[src/rtl/seq_divider_pkg.sv]
// Shared operand widths, iteration counts and width-mask helper for the
// iterative DIV/IDIV unit.
package seq_divider_pkg;
   localparam int unsigned DVD_W = 32;
   localparam int unsigned DVS_W = 16;
   localparam int unsigned CNT_W = 5;

   localparam logic [CNT_W-1:0] ITER_8  = 5'd8;
   localparam logic [CNT_W-1:0] ITER_16 = 5'd16;

   function automatic logic [DVS_W-1:0] f_width_mask(input logic is_8);
      return is_8 ? 16'h00FF : 16'hFFFF;
   endfunction
endpackage

[src/rtl/seq_divider.sv]
// Restoring divider for DIV/IDIV: double-width dividend over single-width
// divisor, one quotient bit per cycle, with divide-error detection.
//
// state      | meaning
// -----------+----------------------------------------------------------
// S_IDLE     | waiting for start; operands latched and early errors caught
// S_DIVIDING | one restoring shift/subtract step per cycle
// S_FIXUP    | apply signs, signed range check, load result registers
// S_DONE     | complete pulse cycle, then back to idle
module seq_divider
   import seq_divider_pkg::*;
(
   input  logic             clk,
   input  logic             reset,
   input  logic             start,
   input  logic             is_8_bit,
   input  logic             is_signed,
   input  logic [DVD_W-1:0] dividend,
   input  logic [DVS_W-1:0] divisor,
   output logic [DVS_W-1:0] quotient,
   output logic [DVS_W-1:0] remainder,
   output logic             busy,
   output logic             complete,
   output logic             error
);

   typedef enum logic [1:0] {
      S_IDLE,
      S_DIVIDING,
      S_FIXUP,
      S_DONE
   } state_t;

   function automatic logic [31:0] f_cond_neg32(input logic [31:0] v, input logic neg);
      return neg ? (~v + 32'd1) : v;
   endfunction

   function automatic logic [15:0] f_cond_neg16(input logic [15:0] v, input logic neg);
      return neg ? (~v + 16'd1) : v;
   endfunction

   state_t           r_state;
   logic [CNT_W-1:0] r_count;
   logic [15:0]      r_rem;
   logic [15:0]      r_quo;
   logic [15:0]      r_div;
   logic             r_is8;
   logic             r_signed;
   logic             r_qsign;
   logic             r_dsign;
   logic [15:0]      r_quotient;
   logic [15:0]      r_remainder;
   logic             r_busy;
   logic             r_complete;
   logic             r_error;

   logic        w_dvd_neg;
   logic        w_dvs_neg;
   logic [31:0] w_dvd_ext;
   logic [31:0] w_dvd_mag;
   logic [15:0] w_dvs_ext;
   logic [15:0] w_dvs_mag;
   logic [15:0] w_hi_half;
   logic [15:0] w_lo_half;
   logic        w_early_err;

   logic        w_msb;
   logic [16:0] w_shift_rem;
   logic [16:0] w_diff;
   logic        w_sub_ok;
   logic [15:0] w_next_rem;

   logic [15:0] w_mask;
   logic [15:0] w_q_mag;
   logic [15:0] w_q_limit;
   logic        w_range_err;
   logic [15:0] w_q_final;
   logic [15:0] w_r_final;

   // Sign-extend the active operand width so one magnitude path serves both forms.
   assign w_dvd_neg   = is_signed & (is_8_bit ? dividend[15] : dividend[31]);
   assign w_dvs_neg   = is_signed & (is_8_bit ? divisor[7]   : divisor[15]);
   assign w_dvd_ext   = is_8_bit ? {{16{w_dvd_neg}}, dividend[15:0]} : dividend;
   assign w_dvs_ext   = is_8_bit ? {{8{w_dvs_neg}}, divisor[7:0]} : divisor;
   assign w_dvd_mag   = f_cond_neg32(w_dvd_ext, w_dvd_neg);
   assign w_dvs_mag   = f_cond_neg16(w_dvs_ext, w_dvs_neg);
   assign w_hi_half   = is_8_bit ? {8'h00, w_dvd_mag[15:8]} : w_dvd_mag[31:16];
   assign w_lo_half   = is_8_bit ? {8'h00, w_dvd_mag[7:0]}  : w_dvd_mag[15:0];
   assign w_early_err = (w_dvs_mag == 16'h0000) || (w_hi_half >= w_dvs_mag);

   // Partial remainder stays below the divisor, so the shifted value fits 17 bits
   // and the borrow out of the subtraction is the restore decision.
   assign w_msb       = r_is8 ? r_quo[7] : r_quo[15];
   assign w_shift_rem = {r_rem, w_msb};
   assign w_diff      = w_shift_rem - {1'b0, r_div};
   assign w_sub_ok    = ~w_diff[16];
   assign w_next_rem  = w_sub_ok ? w_diff[15:0] : w_shift_rem[15:0];

   assign w_mask      = f_width_mask(r_is8);
   assign w_q_mag     = r_quo & w_mask;
   assign w_q_limit   = r_is8 ? (r_qsign ? 16'h0080 : 16'h007F)
                              : (r_qsign ? 16'h8000 : 16'h7FFF);
   assign w_range_err = r_signed & (w_q_mag > w_q_limit);
   assign w_q_final   = f_cond_neg16(w_q_mag, r_qsign) & w_mask;
   assign w_r_final   = f_cond_neg16(r_rem, r_dsign) & w_mask;

   always_ff @(posedge clk or posedge reset) begin
      if (reset) begin
         r_state     <= S_IDLE;
         r_count     <= '0;
         r_rem       <= '0;
         r_quo       <= '0;
         r_div       <= '0;
         r_is8       <= 1'b0;
         r_signed    <= 1'b0;
         r_qsign     <= 1'b0;
         r_dsign     <= 1'b0;
         r_quotient  <= '0;
         r_remainder <= '0;
         r_busy      <= 1'b0;
         r_complete  <= 1'b0;
         r_error     <= 1'b0;
      end else begin
         case (r_state)
            S_IDLE: begin
               r_complete <= 1'b0;
               if (start) begin
                  r_busy   <= 1'b1;
                  r_is8    <= is_8_bit;
                  r_signed <= is_signed;
                  r_qsign  <= w_dvd_neg ^ w_dvs_neg;
                  r_dsign  <= w_dvd_neg;
                  r_div    <= w_dvs_mag;
                  r_rem    <= w_hi_half;
                  r_quo    <= w_lo_half;
                  if (w_early_err) begin
                     r_quotient  <= '0;
                     r_remainder <= '0;
                     r_error     <= 1'b1;
                     r_complete  <= 1'b1;
                     r_state     <= S_DONE;
                  end else begin
                     r_error <= 1'b0;
                     r_count <= is_8_bit ? ITER_8 : ITER_16;
                     r_state <= S_DIVIDING;
                  end
               end
            end
            S_DIVIDING: begin
               r_rem   <= w_next_rem;
               r_quo   <= {r_quo[14:0], w_sub_ok};
               r_count <= r_count - 5'd1;
               if (r_count == 5'd1) begin
                  r_state <= S_FIXUP;
               end
            end
            S_FIXUP: begin
               r_error     <= w_range_err;
               r_quotient  <= w_range_err ? 16'h0000 : w_q_final;
               r_remainder <= w_range_err ? 16'h0000 : w_r_final;
               r_complete  <= 1'b1;
               r_state     <= S_DONE;
            end
            S_DONE: begin
               r_complete <= 1'b0;
               r_busy     <= 1'b0;
               r_state    <= S_IDLE;
            end
            default: begin
               r_state <= S_IDLE;
            end
         endcase
      end
   end

   assign quotient  = r_quotient;
   assign remainder = r_remainder;
   assign busy      = r_busy;
   assign complete  = r_complete;
   assign error     = r_error;

endmodule
[config.mk]
export PLATFORM = sky130hd
export DESIGN_NAME = seq_divider
export DESIGN_NICKNAME = d
export VERILOG_FILES = /design/src/rtl/seq_divider_pkg.sv /design/src/rtl/seq_divider.sv
export SDC_FILE = /design/constraint.sdc
export NUM_CORES = 1
export LEC_CHECK = 0
export ABC_CLOCK_PERIOD_IN_PS = 4900
export BUFFER_PORTS_ARGS = -buffer_cell sky130_fd_sc_hd__clkbuf_2
export CAP_MARGIN = 20
export CELL_PAD_IN_SITES_DETAIL_PLACEMENT = 2
export CELL_PAD_IN_SITES_GLOBAL_PLACEMENT = 2
export CORE_UTILIZATION = 36
export CTS_CLUSTER_SIZE = 20
export DETAILED_ROUTE_END_ITERATION = 12
export PLACE_DENSITY_LB_ADDON = 0.1
export SLEW_MARGIN = 20
export SYNTH_ARGS = -nofsm -noshare
export SYNTH_HDL_FRONTEND = slang
export SYNTH_SLANG_ARGS = --single-unit
[constraint.sdc]
create_clock -name clk -period 4.9 [get_ports clk]
set_input_delay 0.49 -clock clk [delete_from_list [all_inputs] [get_ports clk]]
set_output_delay 0.49 -clock clk [all_outputs]
set_load 0.02 [all_outputs]
# ---- Word level (Yosys, flattened, before mapping)
# Index checks and enable logic that the tools add are counted.
dict set report word_totals {
  inputBits 53
  latchBits 0
  mem_count 0
  ram_bits 0
  out_inout_bits 35
  wordCells 97
  mem_bits_ro 0
  ff_bits 94
}
dict set report op_classes {
  n_mul 0
  shifts 0
  reduce_logical 14
  eq_ne 8
  n_lt_le_gt_ge 2
  mux 41
  n_addsub 6
  n_bitwise 12
  n_div 0
}
# cell count
set ops {}
lappend ops {{$mux 16} 16}
lappend ops {{$pmux 16 s2} 4}
lappend ops {{$mux 32} 2}
lappend ops {{$add 16x1->16 const B} 3}
lappend ops {{$and 16x16->16} 3}
lappend ops {{$not 16->16} 3}
lappend ops {{$add 32x1->32 const B} 1}
lappend ops {{$not 32->32} 1}
lappend ops {{$sub 17x16->17} 1}
lappend ops {{$ge 16x16->1} 1}
lappend ops {{$gt 16x16->1} 1}
lappend ops {{$logic_not 16->1} 1}
lappend ops {{$mux 5} 3}
lappend ops {{$pmux 5 s2} 1}
lappend ops {{$reduce_and 2->1} 5}
lappend ops {{$mux 8} 1}
lappend ops {{$ne 2x2->1 const B} 4}
lappend ops {{$pmux 2 s4} 1}
lappend ops {{$mux 1} 7}
lappend ops {{$mux 2} 3}
lappend ops {{$reduce_and 3->1} 2}
lappend ops {{$reduce_bool 2->1} 3}
lappend ops {{$eq 5x1->1 const B} 1}
lappend ops {{$sub 5x1->5 const B} 1}
lappend ops {{other kinds (10)} 14}

# ---- Logic depth before layout (Yosys ltp)
dict set report logic_depth {
  word_depth 12
  ltp_mapped 19
  mapped_depth_nobuf 17
}

# ---- Worst setup path before layout
# Ideal clock, no wire load.
dict set report synth_timing {
  path_kind {input port to flip-flop}
  from {in dividend[6]}
  to {reg r_quotient[13] (netlist: quotient[13])}
  cell_stages 17
  slack_ns 0.510
  arrival_time_ns 4.263
  cell_sequence {or4_1 > or4_1 > clkbuf_1 > o41a_1 > a211oi_1 > xor2_1 > nor2_1 > ha_1 > a21o_1 > a21o_1 > a21oi_1 > o21ai_0 > a21oi_1 > o41a_4 > o22ai_4 > buf_6 > mux2_1}
}
dict set report synth_via {
  elab_chain_cells 9
}
# item line
set synth_lines {}
lappend synth_lines {{from (decl)} seq_divider.sv:18} ;# input logic [DVD_W-1:0] dividend,
lappend synth_lines {{$mux 32} seq_divider.sv:83} ;# assign w_dvd_ext = is_8_bit ? {{16{w_dvd_neg}}, dividend[15:0]} : dividend;
lappend synth_lines {{$not 32->32} seq_divider.sv:35} ;# return neg ? (~v + 32'd1) : v;
lappend synth_lines {{$add 32x1->32} seq_divider.sv:35}
lappend synth_lines {{$mux 32} seq_divider.sv:35}
lappend synth_lines {{$mux 16} seq_divider.sv:87} ;# assign w_hi_half = is_8_bit ? {8'h00, w_dvd_mag[15:8]} : w_dvd_mag[31:16];
lappend synth_lines {{$ge 16x16->1} seq_divider.sv:89} ;# assign w_early_err = (w_dvs_mag == 16'h0000) || (w_hi_half >= w_dvs_mag);
lappend synth_lines {{$logic_or 1x1->1} seq_divider.sv:89}
lappend synth_lines {{$ne 2x2->1 (no source line)} n/a}
lappend synth_lines {{$reduce_and 3->1 (no source line)} n/a}
lappend synth_lines {{to (signal assigned)} seq_divider.sv:159} ;# r_quotient <= w_range_err ? 16'h0000 : w_q_final;
lappend synth_lines {{to (decl)} seq_divider.sv:51} ;# logic [15:0] r_quotient;
# Every way passes these cells.
# A chain may end at the register's enable or synchronous reset.

# ---- Worst setup path in the final report
# Ends and elaborated chain as after synthesis.

==> summary.md <==
| Metric | Value |
|---|---|
| Outcome | `complete, no violations` |
| Share of synthesized registers carrying an async set or reset | `100.0%` |
| I/O Pins | `88` |
| Final min period | `4.641 ns` |
| Largest net degree at the start of global routing | `59` |
| Core area | `21890 µm²` |
| Worst Path Max Fanout | `19` |
| WP data arrival | `4.88 ns` |
| Cell area after synthesis | `8050 µm²` |
| Worst Reg2Reg Path Length in Cells | `13` |
| WHS | `0.2665 ns` |
| Lkg Pwr | `4.294 nW` |
| Die area | `22960 µm²` |
| Total GRT Usage | `25.80%` |
| Max-Cap Viols | `0` |
| Worst vdd rail ir drop | `0.0002423 V` |
| TritonCTS sink count | `94` |
| Hold Path Class | `in -> async` |
| Setup Crit Path Kind | `in -> reg` |
| Fin crit share | `94.71%` |
| Delay-heaviest family, CP | `compound AO/OA/AOI/OAI gates` |
| Sequential cell area fraction in the yosys report | `29.22%` |
| Port buffer count | `87` |
| Fin area | `9419 µm²` |
| DRT iter0 DRCs | `344` |
| Final setup viols | `0` |
| Critical path buffers and inverters | `3` |
| Worst path required time | `5.14 ns` |
| CP Cell Sequence | `clkbuf_2 > or4_1 > or4_4 > o41a_1 > a211oi_1 > xor2_1 > nor2_1 > ha_1 > a21o_1 > a21o_1 > a21oi_1 > o21ai_0 > a21oi_1 > o41a_4 > o22ai_4 > buf_12 > buf_16 > mux2_1` |
| RSZ-0062 raised after global routing | `false` |
| Wire per inst | `20.79 µm` |
| DRT Pass-1 Iters | `4` |
| H-tree depth | `3` |
| Worst-skew pair later-pin latency | `0.36 ns` |
| Detail Placement HPWL | `22630 µm` |
| First-pass GRT wire length | `45370 µm` |
| Worst Clk Skew | `0.01244 ns` |
| Critical Path Slowest Stage Cell | `or4_1` |
| Post-Route WL | `28690 µm` |
| Vias in the first global route | `8001` |
| Least-Margin Pin Slew | `0.9994 ns` |
| CTS tree | `yes` |
| Max frequency | `215.5 MHz` |
| Seq cells post-synth | `94` |
| CP peak stage delay | `0.65 ns` |
| Mapped Cells | `991` |
| Top_reg_cell synth | `dfrtp_1` |
| Fillers | `2572` |
| Post-route antenna net violation count | `0` |
| Clock transition at path regs | `0.08 ns` |
| Via/cell ratio | `5.609` |
| Yosys warning count | `0` |
| Number of flops mapped to enable cells by yosys | `0` |
| CTS Buf Count | `9` |
| DRC Markers | `0` |
| Area post-placement | `9049 µm²` |
| Cell area power density | `659.0 nW/µm²` |
| Synth unique cells | `69` |
| Slew headroom | `32.50%` |
| Final nets | `1209` |
| Deepest clock path buffer count | `2` |
| Startpoint types | `input pin` |
| Die Y-Extent | `151.5 µm` |
| GP Congestion | `0.8588` |
| Overall power | `6.208 mW` |
| Kind of end point of the critical path | `flip-flop` |
| Max-slew violation count | `0` |
| Syn Area/Cell | `8.123 µm²` |
| Syn Nets | `1106` |
| # hold bufs at CTS | `0` |
| Initial Util | `36.77%` |
| Row cnt | `54` |
| Area growth syn-to-layout | `17.00%` |
| Ratio of cells with drive above 1 in the final layout | `18.93%` |
| Die Wd | `151.5 µm` |
| Via count | `7741` |
| Grt ovf | `0` |
| CP Depth | `18` |
| Antenna violations before repair | `1` |
| Root buffer cell | `clkbuf_16` |
| Fin. Hold Viols | `0` |
## report_power, final
part / total (mW) / switching (mW) / leakage [nW] / internal [mW]
combinational: 3.93 / 2.34 / 2.93 / 1.60
clock: 0.800 / 0.348 / 0.160 / 0.451
sequential: 1.47 / 0.383 / 1.20 / 1.09
## sequential cells by signal, indices dropped and copies added, names as in the netlist
signal     cells
r_div         16
quotient      16
r_signed       1
r_count        5
error          1
complete       1
r_dsign        1
r_rem         16
busy           1
r_quo         16
r_is8          1
remainder     16
r_state        2
r_qsign        1
## worst paths after layout
path	startpoint	to	slack, ns
hold / removal	reset	remainder[10]$_DFFE_PP0P_	0.27
setup reg to reg	r_quo[15]$_DFFE_PP0P_	r_rem[2]$_DFFE_PP0P_	1.18
min in group clk	r_div[10]$_DFFE_PP0P_	r_div[10]$_DFFE_PP0P_	0.49
hold reg to reg	r_div[10]$_DFFE_PP0P_	r_div[10]$_DFFE_PP0P_	0.49
setup / recovery	dividend[6]	quotient[13]$_DFFE_PP0P_	0.26
max in group asynchronous	reset	r_count[0]$_DFFE_PP0P_	3.55
## per-stage QoR
stage          setup TNS, ns  utilization (%)  setup slack, ns  std cells
6_report                   0            43.03           0.2591       1380
3_5_place_dp          -6.231            41.34          -0.2821       1359
3_3_place_gp          -8.886            41.21          -0.2851       1358
4_1_cts                    0            42.80          0.09266       1375
5_1_grt                    0            43.02          0.06532       1379
2_1_floorplan              0                -           0.5096        991
## repair_timing
item / CTS / global route
hold endpoints to repair: 0 / 0
buffers inserted: 0 / 4
endpoints found under the setup margin: 0 / 21
gates resized for setup: 0 / 1
## layout make-up
class | instances | area (µm²) | share of cell area [%]
multi-input combinational | 794 | 5299 | 56.26
antenna | 1 | 2.502 | 0.02657
tap | 280 | 350.3 | 3.719
clock inverter | 7 | 96.34 | 1.023
sequential | 94 | 2352 | 24.97
inverter | 50 | 190.2 | 2.019
clock buffer | 9 | 225.2 | 2.391
timing repair buffer | 145 | 903.4 | 9.591
## cells in the final DEF, fill, tap and decap left out, drive strengths merged, types with 4 or more instances in the layout
cell type,netlist,layout
nor2b,17,17
nand2b,10,10
o21a,9,9
o21ai,99,99
o41ai,6,6
nand3,15,15
o2111ai,4,4
mux2,33,33
dfrtp,94,94
or3,7,7
and3,5,5
clkbuf,43,96
a221oi,7,7
a21oi,50,50
clkinv,2,5
a31oi,12,12
nor2,107,107
mux2i,13,13
o221ai,4,4
o31ai,14,14
inv,48,50
buf,10,58
o22ai,5,5
xor2,46,46
nand4,9,9
or4,12,12
ha,61,61
a211oi,8,8
nor3,28,28
nor4,11,11
nand2,103,103
a21o,12,12
xnor2,33,33
a22oi,4,4
## cells in the mapped netlist (all sizes together), types with 4 or more instances
library cell    n  area share (%)
a211oi          8            0.75
a21o           12             1.1
a21oi          50             3.1
a221oi          7            0.76
a22oi           4            0.37
a31oi          12            0.93
and3            5            0.39
buf            10            0.84
clkbuf         43             2.0
dfrtp          94              29
ha             61             9.5
inv            48             2.2
mux2           33             4.6
mux2i          13             1.6
nand2         103             4.8
nand2b         10            0.78
nand3          15            0.93
nand4           9            0.70
nor2          107             5.0
nor2b          17             1.3
nor3           28             1.7
nor4           11            0.85
o2111ai         4            0.44
o21a            9            0.84
o21ai          99             6.2
o221ai          4            0.44
o22ai           5            0.56
o31ai          14             1.3
o41ai           6            0.65
or3             7            0.61
or4            12             1.2
xnor2          33             3.6
xor2           46             5.0
## logic make-up after synthesis
group           synth area share [%]
simple gates                   19.47
xor+xnor                       8.595
buf+inv                        5.176
fa+ha+maj                      9.730
flops                          29.22
compound gates                 21.57
mux                            6.232
## layer usage
metal	GRT usage, %	vias to the layer above	routed length, µm
met3	3.174	13	815
met1	36.15	3854	14340
met5	0	-	0
met2	42.60	124	13250
li1	-	3750	-
met4	4.802	0	288
Power figures use the tool's default switching activity.
